## config.mk

```make
export PLATFORM = sky130hd
export DESIGN_NAME = otter_hazard_ctrl
export DESIGN_NICKNAME = d
export VERILOG_FILES = /design/src/rtl/otter_pkg.sv /design/src/rtl/otter_dmem_wait.sv /design/src/rtl/otter_hazard_ctrl.sv
export SDC_FILE = /design/constraint.sdc
export NUM_CORES = 1
export LEC_CHECK = 0
export CORE_ASPECT_RATIO = 0.75
export CORE_MARGIN = 2
export CORE_UTILIZATION = 30
export CTS_CLUSTER_DIAMETER = 80
export DETAILED_ROUTE_END_ITERATION = 8
export PLACE_DENSITY = 0.89
export SYNTH_ARGS = -nofsm -noshare
export SYNTH_HDL_FRONTEND = slang
export SYNTH_SLANG_ARGS = --single-unit
```

## constraint.sdc

```tcl
create_clock -name CLK -period 1.9 [get_ports CLK]
set_input_delay 0.19 -clock CLK [delete_from_list [all_inputs] [get_ports CLK]]
set_output_delay 0.19 -clock CLK [all_outputs]
set_load 0.03 [all_outputs]
```

## src/rtl/otter_pkg.sv

```systemverilog
// Shared types for the OTTER pipeline control logic.
// Holds the opcode encodings, the EX operand-forwarding select and the
// width helper for the data-memory wait counter.
package otter_pkg;

    // RV32I major opcodes seen by the OTTER decoder
    typedef enum logic [6:0] {
        OP_LUI    = 7'b0110111,
        OP_AUIPC  = 7'b0010111,
        OP_JAL    = 7'b1101111,
        OP_JALR   = 7'b1100111,
        OP_BRANCH = 7'b1100011,
        OP_LOAD   = 7'b0000011,
        OP_STORE  = 7'b0100011,
        OP_IMM    = 7'b0010011,
        OP_REG    = 7'b0110011
    } opcode_t;

    // Source of an EX-stage operand
    typedef enum logic [1:0] {
        FWD_RF    = 2'd0,
        FWD_EXMEM = 2'd1,
        FWD_MEMWB = 2'd2
    } fwd_sel_t;

    // Wait-counter width for the default single-cycle data memory
    localparam int DMEM_LAT_DEFAULT = 1;
    localparam int WCNT_W = $clog2(DMEM_LAT_DEFAULT + 1);

    // Wait-counter width for an arbitrary data-memory latency
    function automatic int wcnt_width(input int lat);
        return $clog2(lat + 1);
    endfunction

endpackage

```

## src/rtl/otter_dmem_wait.sv

```systemverilog
// Data-memory wait tracker for the OTTER MEM stage.
// Counts the cycles an access has spent in MEM and raises mem_busy until
// the access has been held for DMEM_LAT cycles in total.
module otter_dmem_wait
    import otter_pkg::*;
#(
    parameter int DMEM_LAT = 1
) (
    input  logic CLK,
    input  logic RESET,
    input  logic ex_mem_valid,
    input  logic mem_access,
    output logic mem_busy
);

    localparam int W = wcnt_width(DMEM_LAT);
    localparam logic [W-1:0] LAST = W'(DMEM_LAT - 1);

    logic [W-1:0] wcnt;

    // The counter never passes LAST, so "not yet at LAST" is the same as "below LAST"
    assign mem_busy = ex_mem_valid & mem_access & (wcnt != LAST);

    // Count cycles spent on the current access; clear once MEM moves on
    always_ff @(posedge CLK) begin
        if (RESET) begin
            wcnt <= {W{1'b0}};
        end else if (mem_busy) begin
            wcnt <= wcnt + W'(1);
        end else begin
            wcnt <= {W{1'b0}};
        end
    end

endmodule

```

## src/rtl/otter_hazard_ctrl.sv

```systemverilog
// Hazard and valid-bit controller for the 5-stage OTTER pipeline.
// Owns the per-stage valid bits, produces the stall_* controls and the EX
// operand-forwarding selects. Handles load-use and taken-branch flushes and
// multi-cycle data memory.
// Build option: define OTTER_FORWARD_EN to enable EX operand forwarding; without
// it every read-after-write dependency is resolved by stalling DE.
module otter_hazard_ctrl
    import otter_pkg::*;
#(
    parameter int REG_AW   = 5,
    parameter int DMEM_LAT = 1
) (
    input  logic              CLK,
    input  logic              RESET,
    input  logic [REG_AW-1:0] de_rs1,
    input  logic [REG_AW-1:0] de_rs2,
    input  logic              de_rs1_used,
    input  logic              de_rs2_used,
    input  logic [REG_AW-1:0] ex_rs1,
    input  logic [REG_AW-1:0] ex_rs2,
    input  logic              ex_rs1_used,
    input  logic              ex_rs2_used,
    input  logic [REG_AW-1:0] ex_rd,
    input  logic [REG_AW-1:0] mem_rd,
    input  logic [REG_AW-1:0] wb_rd,
    input  logic              ex_regwrite,
    input  logic              mem_regwrite,
    input  logic              wb_regwrite,
    input  logic              ex_is_load,
    input  logic              mem_access,
    input  logic              branch_taken,
    output logic              stall_pc,
    output logic              stall_if,
    output logic              stall_de,
    output logic              stall_ex,
    output logic              stall_mem,
    output logic              if_de_valid,
    output logic              de_ex_valid,
    output logic              ex_mem_valid,
    output logic              mem_wb_valid,
    output logic [1:0]        fwd_a_sel,
    output logic [1:0]        fwd_b_sel
);

    // A valid producer that writes a non-zero rd read by a consumer operand
    function automatic logic reg_hit(
        input logic              valid,
        input logic              regwrite,
        input logic [REG_AW-1:0] rd,
        input logic [REG_AW-1:0] rs,
        input logic              used
    );
        return valid & regwrite & used & (rd != {REG_AW{1'b0}}) & (rd == rs);
    endfunction

    logic     mem_busy;
    logic     tkn;
    logic     de_hit_ex;
    logic     raw_hazard;
    logic     raw_stall;
    fwd_sel_t fwd_a;
    fwd_sel_t fwd_b;

    otter_dmem_wait #(
        .DMEM_LAT (DMEM_LAT)
    ) u_dmem_wait (
        .CLK          (CLK),
        .RESET        (RESET),
        .ex_mem_valid (ex_mem_valid),
        .mem_access   (mem_access),
        .mem_busy     (mem_busy)
    );

    // A branch only redirects when it is real and the pipeline is not frozen
    assign tkn = branch_taken & de_ex_valid & ~mem_busy;

    assign de_hit_ex = reg_hit(de_ex_valid, ex_regwrite, ex_rd, de_rs1, de_rs1_used)
                     | reg_hit(de_ex_valid, ex_regwrite, ex_rd, de_rs2, de_rs2_used);

`ifdef OTTER_FORWARD_EN
    // Only a load result is too late to forward into the next instruction
    assign raw_hazard = de_hit_ex & ex_is_load;
`else
    logic de_hit_mem;
    logic de_hit_wb;
    logic unused_fwd_inputs;

    assign de_hit_mem = reg_hit(ex_mem_valid, mem_regwrite, mem_rd, de_rs1, de_rs1_used)
                      | reg_hit(ex_mem_valid, mem_regwrite, mem_rd, de_rs2, de_rs2_used);
    assign de_hit_wb  = reg_hit(mem_wb_valid, wb_regwrite, wb_rd, de_rs1, de_rs1_used)
                      | reg_hit(mem_wb_valid, wb_regwrite, wb_rd, de_rs2, de_rs2_used);

    // Without forwarding, any in-flight producer blocks the reader in DE
    assign raw_hazard = de_hit_ex | de_hit_mem | de_hit_wb;

    // EX operand fields only steer forwarding, which this build does not have
    assign unused_fwd_inputs = ^{ex_rs1, ex_rs2, ex_rs1_used, ex_rs2_used, ex_is_load};
`endif

    // A taken branch squashes the dependent instruction, so it need not wait
    assign raw_stall = raw_hazard & ~tkn & ~mem_busy;

    // Stall priority: reset, memory wait, taken branch, RAW hazard, advance
    always_comb begin
        stall_pc  = 1'b0;
        stall_if  = 1'b0;
        stall_de  = 1'b0;
        stall_ex  = 1'b0;
        stall_mem = 1'b0;
        if (RESET) begin
            stall_pc = 1'b0;
        end else if (mem_busy) begin
            stall_pc  = 1'b1;
            stall_if  = 1'b1;
            stall_de  = 1'b1;
            stall_ex  = 1'b1;
            stall_mem = 1'b1;
        end else if (tkn) begin
            stall_pc = 1'b0;
        end else if (raw_stall) begin
            stall_pc = 1'b1;
            stall_if = 1'b1;
            stall_de = 1'b1;
        end else begin
            stall_pc = 1'b0;
        end
    end

    // EX operand sources: the newest valid producer wins
    always_comb begin
        fwd_a = FWD_RF;
        fwd_b = FWD_RF;
        if (RESET) begin
            fwd_a = FWD_RF;
        end else begin
`ifdef OTTER_FORWARD_EN
            if (reg_hit(ex_mem_valid, mem_regwrite, mem_rd, ex_rs1, ex_rs1_used)) begin
                fwd_a = FWD_EXMEM;
            end else if (reg_hit(mem_wb_valid, wb_regwrite, wb_rd, ex_rs1, ex_rs1_used)) begin
                fwd_a = FWD_MEMWB;
            end else begin
                fwd_a = FWD_RF;
            end
            if (reg_hit(ex_mem_valid, mem_regwrite, mem_rd, ex_rs2, ex_rs2_used)) begin
                fwd_b = FWD_EXMEM;
            end else if (reg_hit(mem_wb_valid, wb_regwrite, wb_rd, ex_rs2, ex_rs2_used)) begin
                fwd_b = FWD_MEMWB;
            end else begin
                fwd_b = FWD_RF;
            end
`else
            fwd_a = FWD_RF;
            fwd_b = FWD_RF;
`endif
        end
    end

    assign fwd_a_sel = fwd_a;
    assign fwd_b_sel = fwd_b;

    // Shift, hold or squash the per-stage valid bits
    always_ff @(posedge CLK) begin
        if (RESET) begin
            if_de_valid  <= 1'b0;
            de_ex_valid  <= 1'b0;
            ex_mem_valid <= 1'b0;
            mem_wb_valid <= 1'b0;
        end else if (mem_busy) begin
            mem_wb_valid <= 1'b0;
        end else if (tkn) begin
            if_de_valid  <= 1'b0;
            de_ex_valid  <= 1'b0;
            ex_mem_valid <= de_ex_valid;
            mem_wb_valid <= ex_mem_valid;
        end else if (raw_stall) begin
            de_ex_valid  <= 1'b0;
            ex_mem_valid <= de_ex_valid;
            mem_wb_valid <= ex_mem_valid;
        end else begin
            if_de_valid  <= 1'b1;
            de_ex_valid  <= if_de_valid;
            ex_mem_valid <= de_ex_valid;
            mem_wb_valid <= ex_mem_valid;
        end
    end

endmodule
```

==> summary.txt, run 1 <==
STA
  • Final Hold Viols: 0
  • WHS: 506.2 ps
  • Final setup fails: 0
  • Fin Setup TNS: 0 ps
  • FMAX: 0.5424 GHz
  • Clock Skew: 10.28 ps
  • Tcrit/Tclk final: 0.9703
  • Tmin final: 1844 ps
  • Pins Over Slew Limit: 0

Hold path
  • Hold EP: de_ex_valid$_SDFFE_PP0N_
  • Hold Startpoint: if_de_valid$_SDFFE_PP0P_
  • Hold depth: 2
  • Hold WC Path Type: reg2reg

Cells and area
  • Fraction of final layout cells sized beyond drive strength 1: 0.3510
  • Multi-input gate area: 541.8 µm²
  • Seq. cell area: 100.1 µm²
  • Post-Layout Cell Count: 175
  • P&R area growth vs syn: 104.3%
  • Fillcell total: 184
  • Nets: 199
  • Diode count: 0

Setup path
  • Crit Path Category: in2out
  • Critical path launch point type: input pin
  • Critical path capture point type: primary output
  • FF-to-FF Start: ex_mem_valid$_SDFFE_PP0N_
  • FF-to-FF path depth: 9
  • Reg-to-reg endpoint: if_de_valid$_SDFFE_PP0P_
  • Crit-path max FO: 3
  • CP Data Required Time: 1710 ps
  • Arrival @ worst endpoint: 1650 ps
  • Worst reg2reg setup slack: 230 ps

Job
  • Max-Cap Viols: 0

Detailed routing
  • DRT iter0 DRCs: 9
  • First-pass DRT Iterations: 4
  • Antenna Nets Post-Route: 0
  • Drc violations: 0
  • WL final: 2481 µm
  • Routed WL per cell: 14.18 µm
  • Vias: 838
  • Vias per inst: 4.789

Placement
  • Final HPWL DP: 1956 µm
  • Routability Congestion: 0.8516
  • Placed insts: 162
  • PortBufs: 42

Logic synthesis
  • Register area share after synthesis: 0.1572
  • Avg Synthesized Cell Area: 8.165 µm²
  • Post-synth top flop: dfxtp_1
  • Count leader, synth: xnor2_1
  • Largest area contributor in the netlist: xnor2_1
  • Yosys top cell area share: 0.3026
  • Flops & latches, synth: 5
  • Post-synth EDFFs: 0
  • Post-synth top cells: xnor2_1 (22), xor2_1 (8), buf_4 (7)
  • Mapped Cells: 78
  • Post-synth cell types: 25
  • FFs w/ async S/R, synth: 0
  • Yosys warns: 0
  • Largest cells by area after synthesis: xnor2_1 (30%), dfxtp_1 (16%), xor2_1 (11%)
  • Cell Area, Synth: 636.9 µm²

Clock network
  • Worst-Skew Late Latency: 260 ps
  • TritonCTS buffer count: 3
  • # H-tree levels: 1
  • Root Buffer: clkbuf_4
  • Clk slew on worst S/H paths: 50 ps
  • CTS Sinks: 5
  • Clock Path Buffers: 2
  • Hold buffers post-CTS: 0
  • CTS tree: done

Outcome
  • Outcome: finished, final reports clean

GRT
  • Vias in the first global route: 904
  • Total grt overflow: 0
  • GR Util All Layers: 0.2139
  • Largest net degree at the start of global routing: 6
  • First-pass GRT wire length: 3953 µm
  • Initial antenna violation count: 0

Die
  • Number of top-level pins: 60
  • Core ar.: 0.002014 mm²
  • DIE WIDTH: 57.20 µm
  • Area of the die: 0.002511 mm²
  • Die height: 43.90 µm
  • Initial Utilization: 0.3161
  • Num rows: 14

Pwr
  • Pleak: 0.5657 nW
  • PwrDens: 407.8 mW/mm²
  • Max rail drop VDD: 325.0 µV
==> report_power, final <==
group          switching [mW]  internal [mW]
registers             0.00598          0.114
clock network          0.0531         0.0800
logic                   0.128          0.149
total                   0.187          0.343
==> layout by cell type, fill, tap and decap left out, types with 4 or more instances in the layout <==
cell and instances:
clkdlybuf4s50_1 12, dlygate4sd2_1 12, xor2_1 8, conb_1 5
xnor2_1 21, buf_6 4, clkdlybuf4s15_1 7, nand4_1 4
nand2_1 6, buf_4 31, dfxtp_1 5
==> worst max path at each step <==
stage / end / slack, ps / startpoint / cells past startpoint
finish: stall_if / 60 / ex_rd[0] / 6
detailed placement: stall_if / -670 / de_rs1[0] / 8
CTS: stall_if / 1 / mem_rd[2] / 6
global placement: stall_de / -610 / ex_rd[0] / 6
floorplan: stall_if / 120 / ex_rd[0] / 5
global route: stall_de / -0.1 / de_rs1[0] / 7
==> final cells by class <==
cell class,count,share of cell area
multi-input combinational,70,0.4163
sequential,5,0.07692
timing repair buffer,72,0.4635
clock buffer,4,0.02019
tap,24,0.02308
==> what timing repair did <==
item / in CTS / in global routing
setup buffers: 8 / 1
gates resized for setup: 64 / 14
endpoints found under the setup margin: 3 / 4
pin swaps: 12 / 8
==> sequential cells by signal, indices dropped and copies added (netlist names) <==
register          flops
mem_wb_valid          1
ex_mem_valid          1
de_ex_valid           1
if_de_valid           1
u_dmem_wait.wcnt      1
==> metal layers <==
layer | part of all wire | vias up | GRT usage
met5 | 0 | - | 0
met4 | 0.025 | 0 | 0.1302
met3 | 0.059 | 9 | 0.03284
met2 | 0.51 | 34 | 0.3931
met1 | 0.41 | 378 | 0.2339
li1 | - | 417 | -
==> cells by family after synthesis <==
logic type,share of synthesized area
other cells,0.005888
flops,0.1572
xor+xnor,0.4126
buf+inv,0.08251
compound gates,0.1591
simple gates,0.1827
==> per-stage QoR <==
step                power, mW  worst slack [ps]  utilization  cell area (µm²)
floorplan              0.2365             117.5            -            651.9
global placement       0.3835            -614.3       0.5969             1202
detailed placement     0.3916            -668.0       0.5969             1202
CTS                    0.5235             1.411       0.6354             1280
global route           0.5637           -0.1009       0.6460             1301
finish                 0.5307             56.36       0.6460             1301
==> worst max-delay path, stage by stage <==
cell	delay, ps
clkdlybuf4s15_1	180
or3_1	310
o311a_1	340
a22o_1	250
o21a_2	240
buf_6	140
(Power assumes the default switching activity.)
==> run 2: changes to the inputs <==
SKIP_LAST_GASP = 1   (was unset)
==> results of run 2 <==
Final layout, timing and power as in run 1 (identical DEF).
==> run 3: changes to the inputs <==
CORE_ASPECT_RATIO = 1.5   (was 0.75)
GPL_TIMING_DRIVEN = 1   (was unset)
==> summary.txt, run 3 (synthesis results as in run 1) <==
STA
  • Pins Over Slew Limit: 0
  • FMAX: 0.5468 GHz
  • Post-route setup slack: 71.13 ps
  • Tmin final: 1829 ps
  • Clock Skew: 1.195 ps
  • Final setup fails: 0
  • Tcrit/Tclk final: 0.9626
  • Final Hold Viols: 0

GRT
  • Vias in the first global route: 888
  • Largest net degree at the start of global routing: 6
  • First-pass GRT wire length: 3581 µm
  • Total grt overflow: 0
  • GR Util All Layers: 0.1868
  • Initial antenna violation count: 0

Die
  • Die height: 60.43 µm
  • Area of the die: 0.002515 mm²
  • Number of top-level pins: 60
  • Core ar.: 0.002027 mm²
  • Num rows: 20
  • Initial Utilization: 0.3142
  • DIE WIDTH: 41.62 µm

Clock network
  • Root Buffer: clkbuf_4
  • TritonCTS buffer count: 3
  • CTS tree: done
  • Worst-Skew Late Latency: 250 ps
  • # H-tree levels: 1
  • Hold buffers post-CTS: 0
  • CTS Sinks: 5
  • Clock Path Buffers: 2
  • Clk slew on worst S/H paths: 40 ps

Setup path
  • CP Data Required Time: 1710 ps
  • Critical path launch point type: input pin
  • Cells along the critical path: clkdlybuf4s15_1 > or4_1 > o211ai_1 > o21ai_2 > o21a_1 > buf_6
  • Max incr delay on CP: 510 ps
  • Crit Path Category: in2out
  • Crit-path max FO: 3
  • Critical path capture point type: primary output
  • CP max-delay cell: or4_1
  • Arrival @ worst endpoint: 1640 ps

Cells and area
  • Most frequent cells in the layout: xnor2_1 (22), buf_4 (20), clkdlybuf4s50_1 (12)
  • Diode count: 0
  • Fraction of final layout cells sized beyond drive strength 1: 0.2887
  • Multi-input gate area: 536.8 µm²
  • P&R area growth vs syn: 94.50%
  • Seq. cell area: 100.1 µm²
  • Nets: 190
  • Fillcell total: 201
  • Most common cell after layout, fill and taps aside: xnor2_1

Pwr
  • Comb pwr share: 0.503
  • Psw: 0.1773 mW
  • Max rail drop VDD: 186.2 µV
  • Cell-internal power: 0.3304 mW
  • Pleak: 0.5650 nW
  • Sw Share: 0.3492
  • Clock power frac: 0.256
  • PwrDens: 409.9 mW/mm²
  • Reg power frac: 0.241
  • Total Power: 0.5077 mW

Job
  • Max-Cap Viols: 0

Detailed routing
  • Vias per inst: 5.073
  • Drc violations: 0
  • Vias: 832
  • DRT iter0 DRCs: 14
  • WL final: 2187 µm
  • Antenna Nets Post-Route: 0
  • Routed WL per cell: 13.34 µm
  • First-pass DRT Iterations: 5

Placement
  • Pre-CTS setup slack: -212.9 ps
  • Routability Congestion: 0.9285
  • Final HPWL DP: 1921 µm
  • PortBufs: 42

Hold path
  • Hold WC Path Type: reg2reg

Outcome
  • Outcome: finished, final reports clean
-- run 3: critical path: cells and delay by family --
kind                   cells  cell delay (ps)
buffers and inverters      2              360
AND/OR/NAND/NOR            1              510
AO/OA/AOI/OAI              3              580
-- run 3: per-layer routing --
layer	global-route usage	vias up	part of all wire
met3	0.02083	13	0.063
met4	0.1475	0	0.047
met1	0.1550	375	0.32
met2	0.3906	50	0.57
met5	0	-	0
li1	-	394	-
-- run 3: power groups by stage --
| stage | Combinational, mW | Clock [mW] | Sequential (mW) |
|---|---|---|---|
| 4_1_cts | 0.248 | 0.133 | 0.123 |
| 3_3_place_gp | 0.253 | 0 | 0.123 |
| 5_1_grt | 0.274 | 0.132 | 0.123 |
| 6_report | 0.255 | 0.130 | 0.122 |
| 2_1_floorplan | 0.0989 | 0 | 0.138 |
| 3_5_place_dp | 0.260 | 0 | 0.124 |
-- run 3: cell type report --
class | count | area share
repair buffers | 63 | 0.4424
well taps | 22 | 0.02222
flip-flops and latches | 5 | 0.08081
clock buffers | 4 | 0.02121
multi-input cells | 70 | 0.4333
-- run 3: what timing repair did --
action	CTS	global route
resized for setup	40	19
pin swaps	14	8
endpoints found under the setup margin	3	5
endpoints found under the hold margin	0	0
setup buffers	0	1
-- run 3: per-stage QoR --
stage               hold slack [ps]  cells  area (µm²)    util  TNS [ps]
floorplan                     262.4     82       651.9       -         0
global placement              466.5    159        1190  0.5870    -585.0
detailed placement            488.4    159        1190  0.5870    -713.1
CTS                           494.7    163        1209  0.5963         0
global route                  536.5    164        1239  0.6111    -31.34
finish                        498.4    164        1239  0.6111         0
-- run 3: path summary, 6_finish.rpt --
kind                              from                        to  slack, ps  depth (start not counted)
min reg2reg   if_de_valid$_SDFFE_PP0P_  de_ex_valid$_SDFFE_PP0N_        500                          2
min           if_de_valid$_SDFFE_PP0P_  de_ex_valid$_SDFFE_PP0N_        500                          2
max                          mem_rd[1]                  stall_pc         70                          6
max reg2reg  ex_mem_valid$_SDFFE_PP0N_  de_ex_valid$_SDFFE_PP0N_        570                          5
